$ cat src/rtl/jb_cs_pkg.sv
// Shared definitions for the chip-select sequencer.
//   cs_state_e : sequencer FSM states (IDLE -> ASSERT -> GAP -> IDLE)
//   onehot()   : builds a CS image with a single asserted line in the
//                requested polarity; bits at or above 'width' are never
//                asserted so callers may truncate the result freely.
package jb_cs_pkg;

  localparam int unsigned CS_MAX = 256;

  typedef enum logic [1:0] {
    ST_IDLE   = 2'd0,
    ST_ASSERT = 2'd1,
    ST_GAP    = 2'd2
  } cs_state_e;

  function automatic logic [CS_MAX-1:0] onehot(input logic [7:0]  idx,
                                               input int unsigned width,
                                               input bit          active_low);
    logic [CS_MAX-1:0] v;
    v = '0;
    if (32'(idx) < width) v[idx] = 1'b1;
    if (active_low) v = ~v;
    return v;
  endfunction

endpackage

$ cat src/rtl/jb_rr_pick.sv
// Round-robin picker: finds the first set bit of 'mask' strictly after
// 'ptr', wrapping from NCS-1 back to 0. The pointer position itself is the
// last candidate examined, so a mask holding only that bit still matches.
//   mask  in  NCS    eligible slaves, bit i = index i
//   ptr   in  SEL_W  index of the most recently scanned slave
//   idx   out SEL_W  chosen index (0 when nothing found)
//   found out 1      mask has at least one set bit
module jb_rr_pick #(
  parameter  int unsigned SEL_W = 3,
  localparam int unsigned NCS   = 2**SEL_W
) (
  input  logic [NCS-1:0]   mask,
  input  logic [SEL_W-1:0] ptr,
  output logic [SEL_W-1:0] idx,
  output logic             found
);

  logic [SEL_W-1:0] w_cand;

  // Candidate arithmetic is SEL_W wide, so the add wraps modulo NCS on its own.
  always_comb begin
    found  = 1'b0;
    idx    = '0;
    w_cand = '0;
    for (int unsigned k = 1; k <= NCS; k++) begin
      w_cand = ptr + SEL_W'(k);
      if (!found && mask[w_cand]) begin
        found = 1'b1;
        idx   = w_cand;
      end
    end
  end

endmodule

$ cat src/rtl/jb_cs_sequencer.sv
// Registered N-to-2^N chip-select sequencer for regmap slave selection.
// A host request (valid/ready) or, failing that, a round-robin scan over
// scan_mask selects one slave; its CS line is asserted for H cycles
// (H = max(hold,1)), followed by a done pulse and GAP_CYC idle cycles.
//   clk        in   1      rising-edge clock
//   rst_n      in   1      asynchronous active-low reset
//   req_valid  in   1      host request valid
//   req_ready  out  1      request accepted this cycle if valid (IDLE only)
//   req_sel    in   SEL_W  CS index to assert
//   req_hold   in   CNT_W  assert length in cycles, 0 treated as 1
//   scan_en    in   1      enable round-robin scan when no host request
//   scan_mask  in   NCS    slaves eligible for scan
//   cs         out  NCS    chip selects, polarity per ACTIVE_LOW
//   cs_active  out  1      high while a CS line is asserted
//   cs_idx     out  SEL_W  index of the current/last asserted CS
//   done       out  1      one-cycle pulse on the cycle CS deasserts
module jb_cs_sequencer
  import jb_cs_pkg::*;
#(
  parameter  int unsigned SEL_W      = 3,
  parameter  int          ACTIVE_LOW = 1,
  parameter  int unsigned CNT_W      = 8,
  parameter  int unsigned GAP_CYC    = 1,
  localparam int unsigned NCS        = 2**SEL_W
) (
  input  logic             clk,
  input  logic             rst_n,
  input  logic             req_valid,
  output logic             req_ready,
  input  logic [SEL_W-1:0] req_sel,
  input  logic [CNT_W-1:0] req_hold,
  input  logic             scan_en,
  input  logic [NCS-1:0]   scan_mask,
  output logic [NCS-1:0]   cs,
  output logic             cs_active,
  output logic [SEL_W-1:0] cs_idx,
  output logic             done
);

  localparam logic [NCS-1:0] CS_IDLE  = (ACTIVE_LOW != 0) ? '1 : '0;
  localparam int unsigned    GW       = (GAP_CYC > 1) ? $clog2(GAP_CYC) : 1;
  localparam logic [GW-1:0]  GAP_LOAD = GW'((GAP_CYC > 0) ? GAP_CYC - 1 : 0);

  cs_state_e        r_state;
  logic [NCS-1:0]   r_cs;
  logic             r_active;
  logic [SEL_W-1:0] r_idx;
  logic             r_done;
  logic             r_ready;
  logic [SEL_W-1:0] r_ptr;
  logic [CNT_W-1:0] r_cnt;
  logic [GW-1:0]    r_gap;

  logic             w_accept;
  logic             w_found;
  logic [SEL_W-1:0] w_pick_idx;
  logic [SEL_W-1:0] w_next_idx;
  logic [CNT_W-1:0] w_hold_m1;
  logic [NCS-1:0]   w_next_img;

  jb_rr_pick #(
    .SEL_W(SEL_W)
  ) u_pick (
    .mask  (scan_mask),
    .ptr   (r_ptr),
    .idx   (w_pick_idx),
    .found (w_found)
  );

  assign w_accept   = req_valid && r_ready;
  assign w_next_idx = w_accept ? req_sel : w_pick_idx;
  // Counter holds H-1 so the ASSERT state lasts exactly H cycles.
  assign w_hold_m1  = (req_hold == '0) ? '0 : req_hold - CNT_W'(1);
  assign w_next_img = NCS'(onehot(8'(w_next_idx), NCS, ACTIVE_LOW != 0));

  always_ff @(posedge clk or negedge rst_n) begin
    if (!rst_n) begin
      r_state  <= ST_IDLE;
      r_cs     <= CS_IDLE;
      r_active <= 1'b0;
      r_idx    <= '0;
      r_done   <= 1'b0;
      r_ready  <= 1'b0;
      r_ptr    <= '1;
      r_cnt    <= '0;
      r_gap    <= '0;
    end else begin
      r_done <= 1'b0;
      case (r_state)
        ST_IDLE: begin
          if (w_accept || (scan_en && w_found)) begin
            r_state  <= ST_ASSERT;
            r_cs     <= w_next_img;
            r_active <= 1'b1;
            r_idx    <= w_next_idx;
            r_cnt    <= w_hold_m1;
            r_ready  <= 1'b0;
            // Only scan-initiated accesses advance the round-robin pointer.
            if (!w_accept) r_ptr <= w_pick_idx;
          end else begin
            r_ready <= 1'b1;
          end
        end
        ST_ASSERT: begin
          if (r_cnt == '0) begin
            r_cs     <= CS_IDLE;
            r_active <= 1'b0;
            r_done   <= 1'b1;
            if (GAP_CYC == 0) begin
              r_state <= ST_IDLE;
              r_ready <= 1'b1;
            end else begin
              r_state <= ST_GAP;
              r_gap   <= GAP_LOAD;
            end
          end else begin
            r_cnt <= r_cnt - CNT_W'(1);
          end
        end
        ST_GAP: begin
          if (r_gap == '0) begin
            r_state <= ST_IDLE;
            r_ready <= 1'b1;
          end else begin
            r_gap <= r_gap - GW'(1);
          end
        end
        default: begin
          r_state  <= ST_IDLE;
          r_cs     <= CS_IDLE;
          r_active <= 1'b0;
          r_ready  <= 1'b0;
        end
      endcase
    end
  end

  assign cs        = r_cs;
  assign cs_active = r_active;
  assign cs_idx    = r_idx;
  assign done      = r_done;
  assign req_ready = r_ready;

endmodule

$ cat config.mk
export PLATFORM = sky130hd
export DESIGN_NAME = jb_cs_sequencer
export DESIGN_NICKNAME = d
export VERILOG_FILES = /design/src/rtl/jb_cs_pkg.sv /design/src/rtl/jb_rr_pick.sv /design/src/rtl/jb_cs_sequencer.sv
export SDC_FILE = /design/constraint.sdc
export NUM_CORES = 1
export LEC_CHECK = 0
export BUFFER_PORTS_ARGS = -buffer_cell sky130_fd_sc_hd__buf_2
export CORE_ASPECT_RATIO = 0.9
export CORE_MARGIN = 5
export CORE_UTILIZATION = 45
export DETAILED_ROUTE_END_ITERATION = 6
export GPL_TIMING_DRIVEN = 0
export MAX_ROUTING_LAYER = met4
export PLACE_DENSITY = 0.66
export SYNTH_ARGS = -nofsm -noshare
export SYNTH_HDL_FRONTEND = slang
export SYNTH_SLANG_ARGS = --single-unit
$ cat constraint.sdc
create_clock -name clk -period 4.8 [get_ports clk]
set_clock_uncertainty 0.15 [all_clocks]
set_input_delay 0.24 -clock clk [delete_from_list [all_inputs] [get_ports clk]]
set_output_delay 0.24 -clock clk [all_outputs]
set_load 0.03 [all_outputs]
* Word-level counts from Yosys, hierarchy flattened
Cells that the tools add are included.
Storage, ports and cells: register bits after elaboration 28, input bits 23, output and inout bits 14, word-level logic and storage cells 125
Operators by class: add/subtract/negate cells 10, order comparisons 10, equal/unequal tests 6, multiplexer cells 56, bitwise logic cells 4, reductions and logical operators 30
Operators by type and width (number):
- $mux W8 | 5
- $lt A3 B4 Y1 const B | 8
- $mux W3 | 9
- $bmux W1 S3 | 8
- $mux W1 | 24
- $pmux W8 S3 | 1
- $logic_not A8 Y1 | 2
- $pmux W8 S2 | 1
- $sub A8 B1 Y8 const B | 2
- $add A3 B3 Y3 const B | 4
- $reduce_and A3 Y1 | 4
- $logic_and A1 B1 Y1 | 10
- $lt A3 B9 Y1 const B | 1
- $ne A2 B2 Y1 const B | 4
- $not A8 Y8 | 1
- $logic_not A1 Y1 | 7
- $add A3 B2 Y3 const B | 2
- $mux W2 | 3
- $pmux W1 S3 | 2
- $pmux W2 S3 | 1
- $reduce_and A2 Y1 | 3
- $reduce_bool A2 Y1 | 2
- $add A3 B1 Y3 const B | 1
- $demux W1 S3 | 1
- 8 further kinds | 10

* Longest topological paths before layout
Gate-level depths: netlist (run 1).
depth after elaboration 33, depth in mapped cells 13, depth with buffers taken out 10

* Hierarchy
Synthesis (run 1) repeated with hierarchy kept, for this count alone.
Second synthesis, totals: cells, all modules 236, area total of the unflattened synthesis 2321.0 um^2
Modules (own cells, without submodules):
- jb_cs_sequencer | instances 1, cells each 143, area an instance 1535.2 um^2, seq. area each 689.4 um^2
- jb_rr_pick | instances 1, cells each 93, area an instance 785.8 um^2, seq. area each 0.0 um^2

* Least setup slack after synthesis (run 1)
No wires, ideal clock.
path kind register -> register, start register r_ptr[0], end register r_cs[6], in the netlist cs[6], library setup time 83 ps, data arrival time 3590 ps, required time 4567 ps, setup slack 977 ps, stages on the path, launching flop included 13, path buffers 3, period minus slack after synthesis 3823 ps, path through dfstp_2 > buf_6 > buf_2 > inv_1 > ha_1 > buf_6 > mux4_2 > mux2i_4 > mux2_1 > o32ai_1 > nor4_1 > or3_1 > o32a_1
On the way: word-level cells in the longest chain between the ends 33, elaborated cells on any way between the ends 66, classes of those cells add/sub: 7; order compare: 2; eq/ne: 1; mux: 37; bitwise: 1; reduce/logical: 18
Ends and longest elaborated chain:
- start, declared | RTL line jb_cs_sequencer.sv:50 | logic [SEL_W-1:0] r_ptr;
- start signal, assigned | RTL line jb_cs_sequencer.sv:99 | if (!w_accept) r_ptr <= w_pick_idx;
- $add A3 B1 Y3 | RTL line jb_rr_pick.sv:26 | w_cand = ptr + SEL_W'(k);
- $bmux W1 S3 | RTL line jb_rr_pick.sv:27 | if (!found && mask[w_cand]) begin
- $mux W1 (implied by the code) | RTL line jb_rr_pick.sv:27
- $mux W1 | RTL line jb_rr_pick.sv:27
- $logic_not A1 Y1 | RTL line jb_rr_pick.sv:27
- $logic_and A1 B1 Y1 | RTL line jb_rr_pick.sv:27
- $mux W1 | RTL line jb_rr_pick.sv:27
- $logic_not A1 Y1 | RTL line jb_rr_pick.sv:27
- (+17 left out)
- $mux W3 | RTL line jb_cs_sequencer.sv:71 | assign w_next_idx = w_accept ? req_sel : w_pick_idx;
- $lt A3 B9 Y1 (implied by the code) or $ge A3 B1 Y1 (tied branches) | RTL line jb_cs_pkg.sv:21 | if (32'(idx) < width) v[idx] = 1'b1;
- $logic_and A1 B1 Y1 (implied by the code) | RTL line jb_cs_pkg.sv:21
- $mux W1 (implied by the code) | RTL line jb_cs_pkg.sv:21
- $demux W1 S3 | RTL line jb_cs_pkg.sv:21
- $not A8 Y8 | RTL line jb_cs_pkg.sv:22 | if (active_low) v = ~v;
- $mux W8 | RTL line jb_cs_sequencer.sv:91 | if (w_accept || (scan_en && w_found)) begin
- $pmux W8 S3 | RTL line jb_cs_sequencer.sv:89 | case (r_state)
- end signal, assigned | RTL line jb_cs_sequencer.sv:93 | r_cs <= w_next_img;
- end, declared | RTL line jb_cs_sequencer.sv:45 | logic [NCS-1:0] r_cs;
Parallel ways exist; a longest one is shown, timed or not. The select of a mux whose other input is x is not followed. A chain may end at the register's enable or synchronous reset.

* Final worst setup path (run 1)
start register r_ptr[0], end register r_cs[2], in the netlist cs[2]
Same word-level chain as after synthesis.

==> reports/metrics.csv, run 1 <==
metric,value,unit
pwr/cell area,769,nW/um2
mux cell area share after synthesis,20.5,%
drt drc,0,
minimum clock period,4230,ps
drt via density,5.99,
deepest clock path buffer count,2,
HP Class,in -> reg,
Die X-Extent,85.3,um
number of synthesized flops with an enable pin,0,
IO Pins,37,
Fillers,461,
DR pass1 iterations,4,
Port Buf Inserts,36,
syn_area_per_cell,9.53,um2
startpoint types,register,
clk_lat worst skew,270,ps
Area Growth Syn to Fin,13.9,%
data arrival time of the worst path,4280,ps
multi-input logic area,1510,um2
worst slew pin tran,927,ps
post-synth top area share,17.4,%
Die Y,77.8,um
vias in the first global route,2032,
main area contributors after synthesis,"dfrtp_1, mux4_2, dfstp_2, mux2_2, nand2_1",
Critical Path RT,4860,ps
YS warnings,0,
maximum vdd ir drop,0.275,mV
root buf cell,clkbuf_8,
Die ar.,6640,um2
Worst-path clk slew,90,ps
dpl hpwl,4250,um
post-layout net count,311,
Most used DFF post-synth,dfrtp_1,
CTS tree,built,
setup TNS,0,ps
DR iter-0 viols,186,
post-route insts no fill,347,
Initial Utilization,46.9,%
Netlist cell types,59,
most frequent cells after synthesis,"nand2_1, nor2_1, dfrtp_1",
post-cts sizing count,0,
Post-DRT Antenna Nets,0,
fin. max-slew vios,0,
Max Clock Freq,237,MHz
Tcrit/Tclk final,88.0,%
count of final setup violators,0,
Synth Area in Compound Gates,21.7,%
number of H-tree levels,1,
leakage,1.03,nW
number of buffers created by CTS,3,
crit end category,register,
wire per inst,16.0,um
xor and xnor area share after synthesis,3.81,%
Post-Place Cells,342,
share of async-settable or async-resettable flops after synthesis,100,%
clk sink count,27,
first-pass GRT wire length,9760,um
main combinational cell family by area after synthesis,compound AO/OA/AOI/OAI gates,
Max-Cap Viols,0,
most frequent cell after synthesis,nand2_1,
detailed-route wire length,5540,um
CP max FO,10,
RSZ-0062 raised after global routing,false,
Post-Synthesis Cells,241,
Mapped Nets,269,
Reg area,689,um2
register area share after synthesis,30.0,%
status,completed,
Core Footprint,4890,um2
GRT Util Overall,17.9,%
# diodes,0,
initial antenna violation count,0,
largest net degree at the start of global routing,28,
Routability Congestion,0.913,
final hold violation count,0,
Synth Area in Adders,2.72,%
Row Count,24,
Post-CTS Hold Fix Bufs,1,
Mapped Area,2300,um2
Vias,2079,
WS Path Type,reg -> reg,
Yosys top cell by area,dfrtp_1,
layout cells sized above 1,30.5,%
Post-Synth Simple-Gate Area,16.9,%
Post-CTS Setup Bufs,0,
grt ovf,0,
Relative slew margins,36.6,%
number of synthesized register bits,27,
-- registers in the layout (all words and copies together) (netlist names) --
| name | cells |
|---|---|
| cs_active | 1 |
| req_ready | 1 |
| r_state | 2 |
| r_ptr | 3 |
| cs | 8 |
| r_cnt | 8 |
| done | 1 |
| cs_idx | 3 |
-- power breakdown --
| group | switching (mW) | total (mW) | internal (mW) | leakage [nW] |
|---|---|---|---|---|
| Clock | 0.0715 | 0.130 | 0.0589 | 0.0217 |
| Sequential | 0.0717 | 0.414 | 0.342 | 0.307 |
| Combinational | 0.861 | 1.47 | 0.608 | 0.705 |
| Total | 1.00 | 2.01 | 1.01 | 1.03 |
-- cell usage in the layout (no fill, tap or decap), types with 3 or more instances in the layout --
cell type and instances:
o22ai_1 3, inv_1 9, nand2b_1 3, xnor2_1 6, nor2_1 19, nand2_1 26
o21ai_1 6, xor2_1 4, nor2b_1 4, clkbuf_1 3, o32a_1 9, mux2_2 9
a22o_1 3, dfrtp_1 16, nor3_1 10, clkbuf_8 3, buf_2 40, or3_1 4
mux2i_1 3, nor4_1 4, a21oi_1 13, a211oi_1 3, mux4_2 13, ha_1 5
dfstp_2 11, o21ai_0 11
-- cell type report --
| type | instances | share of cell area [%] |
|---|---|---|
| Clock buffer | 3 | 1.58 |
| Tap cell | 65 | 3.11 |
| Inverter | 10 | 1.43 |
| Timing Repair Buffer | 37 | 7.27 |
| Clock inverter | 1 | 0.287 |
| Multi-Input combinational cell | 194 | 57.6 |
| Buffer | 10 | 2.34 |
| Sequential cell | 27 | 26.3 |
-- logic make-up after synthesis --
| kind of cell | Yosys count |
|---|---|
| buf+inv | 20 |
| simple gates | 80 |
| fa+ha+maj | 5 |
| flops | 27 |
| mux | 28 |
| xor+xnor | 10 |
| compound gates | 71 |
-- path summary, 6_finish.rpt --
kind | slack, ps | end | start | depth (start not counted)
max | 570 | cs[2]$_DFFE_PN1P_ | r_ptr[0]$_DFFE_PN1P_ | 12
max reg2reg | 570 | cs[2]$_DFFE_PN1P_ | r_ptr[0]$_DFFE_PN1P_ | 12
max in group asynchronous | 3750 | r_cnt[3]$_DFFE_PN0P_ | rst_n | 2
min | 150 | r_cnt[0]$_DFFE_PN0P_ | req_hold[0] | 4
min in group asynchronous | 350 | cs_active$_DFFE_PN0P_ | rst_n | 2
min reg2reg | 330 | cs_active$_DFFE_PN0P_ | cs_active$_DFFE_PN0P_ | 2
-- worst max-delay path: stages (launching register included) --
cell and delay, ps:
dfstp_2 550, buf_6 130, buf_2 250, inv_1 180
ha_1 330, buf_6 130, mux4_2 590, mux2i_4 260
mux2_1 350, o32ai_1 310, nor4_1 140, or3_1 460
o32a_1 320
-- per-stage QoR --
stage                     power, mW  hold WS, ps  util (%)  setup slack [ps]  cell area, um2
after CTS                      2.01          140      53.5               579            2620
after global placement         1.86          134      52.3               617            2560
after global routing           2.21          190      53.5               260            2620
after detailed placement       1.87          133      52.3               587            2560
after floorplan                1.56         -206         -               977            2300
final                          2.01          150      53.5               575            2620
-- routing by layer --
metal | vias up | part of all wire [%] | global-route usage, %
li1 | 1015 | - | -
met1 | 988 | 48 | 26.0
met2 | 72 | 44 | 26.5
met3 | 4 | 7.1 | 3.50
met4 | 0 | 0.72 | 2.53
met5 | - | 0 | -
(Power assumes the default switching activity.)
==> run 2, diff against run 1 <==
- ABC_CLOCK_PERIOD_IN_PS: default -> 3500
- PLACE_DENSITY: 0.66 -> 0.68
- clock period: 4.8 -> 3.5 ns (I/O delays scaled with it)
==> run 2 against run 1 <==
The run now ends with setup timing left. Utilization grew 4.9 points. Critical path type unchanged. Cell count grew 3.5%. Sequential power grew 36%. Clock power grew 39%. Combinational power grew 67%. Maximum frequency grew 18%. Critical path depth shrank 2. Sequential share of layout area shrank 2.2 points.
==> reports/metrics.csv, run 2 (same netlist as run 1, synthesis figures left out) <==
metric,value,unit
Max-Cap Viols,0,
Top Usage Layer GRT,met2,
Reg-to-Reg Start,r_ptr[0]$_DFFE_PN1P_,
most frequent cells in the layout,"buf_2, nand2_1, nor2_1",
WS Path Type,reg -> reg,
Post-DRT Antenna Nets,0,
Worst-path clk slew,100,ps
Die Y,77.8,um
Tcrit/Tclk final,102,%
Fillers,435,
root buf cell,clkbuf_8,
status,finished with violations,
pwr/cell area,1120,nW/um2
Relative slew margins,39.0,%
detailed-route wire length,5740,um
Die ar.,6640,um2
post-layout util,58.4,%
final hold violation count,0,
Post-Place Cells,342,
Row Count,24,
largest net degree at the start of global routing,28,
initial antenna violation count,0,
dpl hpwl,4300,um
number of buffers created by CTS,3,
Worst Hold Launch,req_hold[0],
IO Pins,37,
count of final setup violators,7,
Vias,2134,
Critical Path RT,3560,ps
Initial Utilization,46.9,%
Die X-Extent,85.3,um
wire per inst,16.0,um
fin. max-slew vios,0,
met3 GRT Util,4.98,%
drt drc,0,
number of H-tree levels,1,
grt ovf,0,
maximum vdd ir drop,0.429,mV
post-route insts no fill,359,
met2 Use GR,29.0,%
M1 GR Usage,26.0,%
minimum clock period,3580,ps
CP max FO,5,
GRT Util Overall,19.1,%
deepest clock path buffer count,2,
Max Clock Freq,279,MHz
RSZ-0062 raised after global routing,true,
failing checks,setup timing,
clk_lat worst skew,280,ps
crit end category,register,
Area Growth Syn to Fin,24.5,%
post-layout net count,323,
Core Footprint,4890,um2
Setup WS post-layout,-79.6,ps
drt via density,5.94,
startpoint types,register,
"commonest non-fill, non-tap cell in the layout",buf_2,
Routability Congestion,0.910,
CTS tree,built,
leakage,1.14,nW
worst slew pin tran,906,ps
vias in the first global route,2156,
layout cells sized above 1,38.8,%
CP startpoint,r_ptr[0]$_DFFE_PN1P_,
data arrival time of the worst path,3640,ps
Port Buf Inserts,36,
DR iter-0 viols,169,
# diodes,0,
first-pass GRT wire length,10200,um
HP Class,in -> reg,
clk sink count,27,
DR pass1 iterations,4,
## run 2: worst paths after layout
| kind | to | slack, ps | depth (start not counted) |
|---|---|---|---|
| max | cs[3]$_DFFE_PN1P_ | -80 | 10 |
| min | r_cnt[0]$_DFFE_PN0P_ | 70 | 4 |
| max reg2reg | cs[3]$_DFFE_PN1P_ | -80 | 10 |
| min reg2reg | cs_active$_DFFE_PN0P_ | 330 | 2 |
| max in group asynchronous | r_state[1]$_DFFE_PN0P_ | 2530 | 2 |
| min in group asynchronous | cs_idx[1]$_DFFE_PN0P_ | 280 | 2 |
## run 2: metrics by stage
| stage | setup slack, ps | setup TNS [ps] | hold WS, ps | total power [mW] | area, um2 |
|---|---|---|---|---|---|
| detailed placement | -356 | -5780 | 63.4 | 2.66 | 2610 |
| global placement | -351 | -5640 | 64.0 | 2.65 | 2610 |
| global route | -174 | -1400 | 90.8 | 3.45 | 2860 |
| finish | -79.6 | -328 | 73.1 | 3.19 | 2860 |
| CTS | -134 | -525 | 69.5 | 3.10 | 2840 |
| floorplan | -56.2 | -259 | -271 | 2.24 | 2350 |
## run 2: timing repair
item,CTS,global route
gates resized for setup,17,4
endpoints found under the setup margin,22,18
hold endpoints to repair,16,0
pin swaps,7,5
buffers inserted,11,3
hold buffers,1,0
## run 2: final cells by class
| class | instances | area (um2) | share of cell area, % |
|---|---|---|---|
| well taps | 65 | 81.3 | 2.84 |
| clock inverters | 1 | 7.51 | 0.263 |
| repair buffers | 51 | 295 | 10.3 |
| plain buffers | 8 | 66.3 | 2.32 |
| inverters | 10 | 45.0 | 1.58 |
| flip-flops and latches | 27 | 689 | 24.1 |
| clock buffers | 3 | 41.3 | 1.44 |
| multi-input cells | 194 | 1630 | 57.1 |
## run 2: metal layers
layer | wire, um | part of all wire [%]
met5 | 0 | 0
met4 | 78 | 1.4
met3 | 406 | 7.1
met2 | 2570 | 45
met1 | 2690 | 47
## run 2: power breakdown
| part | leakage, nW | internal [mW] | switching (mW) |
|---|---|---|---|
| Sequential | 0.307 | 0.469 | 0.0955 |
| Clock | 0.0217 | 0.0809 | 0.0996 |
| Combinational | 0.806 | 1.09 | 1.36 |
| Total | 1.14 | 1.64 | 1.55 |
## run 2: critical path, cell delays in order, from the launching register on
cell	delay (ps)
dfstp_2	590
buf_12	120
inv_8	30
ha_4	300
mux4_2	590
mux2i_4	290
mux2_4	350
o32ai_4	280
nor4_4	60
or3_4	410
o32a_1	340
==> run 3, diff against run 2 <==
- ABC_AREA: default -> 1
- TNS_END_PERCENT: default -> 50
==> run 3 against run 2 <==
The run now ends clean. Total power fell by 77%. Utilization decreased by 4.6 points. Synthesized area up 1.3%. Maximum frequency grew 14%. Clock power hardly changed. Sequential power shrank 44%. Largest cell class unchanged.
==> reports/metrics.csv, run 3 <==
metric,value,unit
Port Buf Inserts,36,
final hold violation count,0,
minimum clock period,3150,ps
worst-path cell chain,buf_6 > inv_2 > ha_1 > buf_2 > inv_2 > nand3_1 > nand2_1 > nand2_1 > nand2_1 > nand4_4 > nor2_8 > nand3b_4 > nand2_4 > a21boi_4 > inv_6 > nand2_4 > buf_6 > nand2_2 > o21ai_2,
most frequent cells in the layout,"nand2_1, nand3_1, buf_2",
Max-Cap Viols,0,
CP peak stage delay,550,ps
Yosys top cell by area,dfrtp_1,
DR pass1 iterations,4,
Post-Synthesis Cells,328,
Most used DFF post-synth,dfrtp_1,
deepest clock path buffer count,2,
clk sink count,27,
CTS tree,built,
Core Footprint,4920,um2
IO Pins,37,
first-pass GRT wire length,9090,um
register area share after synthesis,29.6,%
crit path buf inv count,6,
CP max FO,10,
crit end category,register,
RSZ-0062 raised after global routing,false,
post-synth top area share,17.2,%
Netlist cell types,37,
highest-delay cell along the critical path,dfstp_2,
post-cts sizing count,0,
count of final setup violators,0,
Mapped Nets,356,
number of H-tree levels,1,
Vias,2199,
Row Count,24,
detailed-route wire length,5390,um
DR iter-0 viols,111,
status,completed,
dpl hpwl,4370,um
pwr/cell area,276,nW/um2
largest net degree at the start of global routing,28,
multi-input logic area,1460,um2
Relative slew margins,49.8,%
Area Growth Syn to Fin,13.8,%
data arrival time of the worst path,3170,ps
fin. max-slew vios,0,
"Top cell by count, worst path",nand2_1,
Die X-Extent,85.8,um
post-layout net count,398,
drt drc,0,
cell family with most CP delay,simple AND/OR/NAND/NOR gates,
drt via density,5.07,
Die ar.,6710,um2
most frequent cell after synthesis,nand2_1,
most frequent cells after synthesis,"nand2_1, nand3_1, nor2_1",
grt ovf,0,
Worst-path clk slew,90,ps
leakage,1.37,nW
number of synthesized flops with an enable pin,0,
Die Y,78.2,um
number of synthesized register bits,27,
Reg area,689,um2
syn_area_per_cell,7.10,um2
vias in the first global route,2013,
Fillers,517,
r2r setup slk,350,ps
GRT Util Overall,17.1,%
Mapped Area,2330,um2
wire per inst,12.4,um
Initial Utilization,47.3,%
Max Clock Freq,318,MHz
PnR Total Power,0.731,mW
clk_lat worst skew,270,ps
Tcrit/Tclk final,89.9,%
startpoint types,register,
Critical Path RT,3520,ps
Final Hold Slack,63.2,ps
post-route insts no fill,434,
# diodes,0,
main area contributors after synthesis,"dfrtp_1, nand2_1, dfstp_2, nand3_1, nor2_1",
layout cells sized above 1,26.6,%
HP Class,in -> reg,
maximum vdd ir drop,0.154,mV
YS warnings,0,
worst slew pin tran,751,ps
number of buffers created by CTS,3,
setup TNS,0,ps
Post-DRT Antenna Nets,0,
WS Path Type,reg -> reg,
Post-Place Cells,429,
root buf cell,clkbuf_8,
initial antenna violation count,0,
post-layout util,53.8,%
share of async-settable or async-resettable flops after synthesis,100,%
"commonest non-fill, non-tap cell in the layout",nand2_1,
Routability Congestion,0.965,
[run 3: cell count changes after synthesis, moves of 9 or more]
cell	previous run	this run
inv_1	9	25
nor2_1	19	35
mux2_2	9	0
nand2_1	26	96
nand3_2	0	9
o32a_1	9	0
nand3_1	2	38
mux4_2	13	0
[run 3: kinds of logic after synthesis]
logic type               synth area share [%]
flip-flops                               29.6
XOR/XNOR                                 4.79
AO/OA/AOI/OAI                            12.0
AND/OR/NAND/NOR                          43.4
adder cells (fa/ha/maj)                  2.69
buffers and inverters                    7.53
[run 3: worst paths after layout]
kind	endpoint	depth (start not counted)	startpoint
max	r_cnt[6]$_DFFE_PN0P_	19	r_ptr[1]$_DFFE_PN1P_
min	r_cnt[0]$_DFFE_PN0P_	4	req_hold[0]
max reg2reg	r_cnt[6]$_DFFE_PN0P_	19	r_ptr[1]$_DFFE_PN1P_
min reg2reg	cs_active$_DFFE_PN0P_	2	cs_active$_DFFE_PN0P_
max in group asynchronous	r_state[1]$_DFFE_PN0P_	2	rst_n
min in group asynchronous	req_ready$_DFFE_PN0N_	2	rst_n
[run 3: timing repair]
action | CTS | global route
hold buffers | 1 | 0
buffers inserted | 0 | 0
hold endpoints to repair | 16 | 0
[run 3: area by class of cell]
class | instances | share of cell area (%)
Clock inverter | 1 | 0.284
Tap cell | 65 | 3.07
Buffer | 6 | 1.89
Timing Repair Buffer | 37 | 7.18
Multi-Input combinational cell | 263 | 55.2
Inverter | 32 | 4.73
Sequential cell | 27 | 26.0
Clock buffer | 3 | 1.56
[run 3: metal layers]
| layer | vias to the layer above | track usage, % | part of all wire, % | wire [um] |
|---|---|---|---|---|
| li1 | 1164 | - | - | - |
| met1 | 981 | 25.2 | 52 | 2800 |
| met2 | 49 | 23.8 | 41 | 2220 |
| met3 | 5 | 4.08 | 6.2 | 337 |
| met4 | 0 | 3.01 | 0.67 | 36 |
| met5 | - | - | 0 | 0 |
[run 3: power by group]
| group | switching, mW | total [mW] | internal (mW) |
|---|---|---|---|
| Clock | 0.100 | 0.181 | 0.0809 |
| Combinational | 0.154 | 0.232 | 0.0776 |
| Sequential | 0.00164 | 0.318 | 0.316 |
| Total | 0.256 | 0.731 | 0.475 |
[run 3: through the flow]
step / worst slack, ps / instance area [um2]
6_report: 355 / 2650
5_1_grt: 89.7 / 2650
4_1_cts: 354 / 2650
3_5_place_dp: 368 / 2590
3_3_place_gp: 395 / 2590
2_1_floorplan: 741 / 2330
[run 3: tightest hold or removal path, stage by stage]
cell and delay (ps):
buf_2 90, o22ai_1 70, nand2_1 80, o21ai_2 50
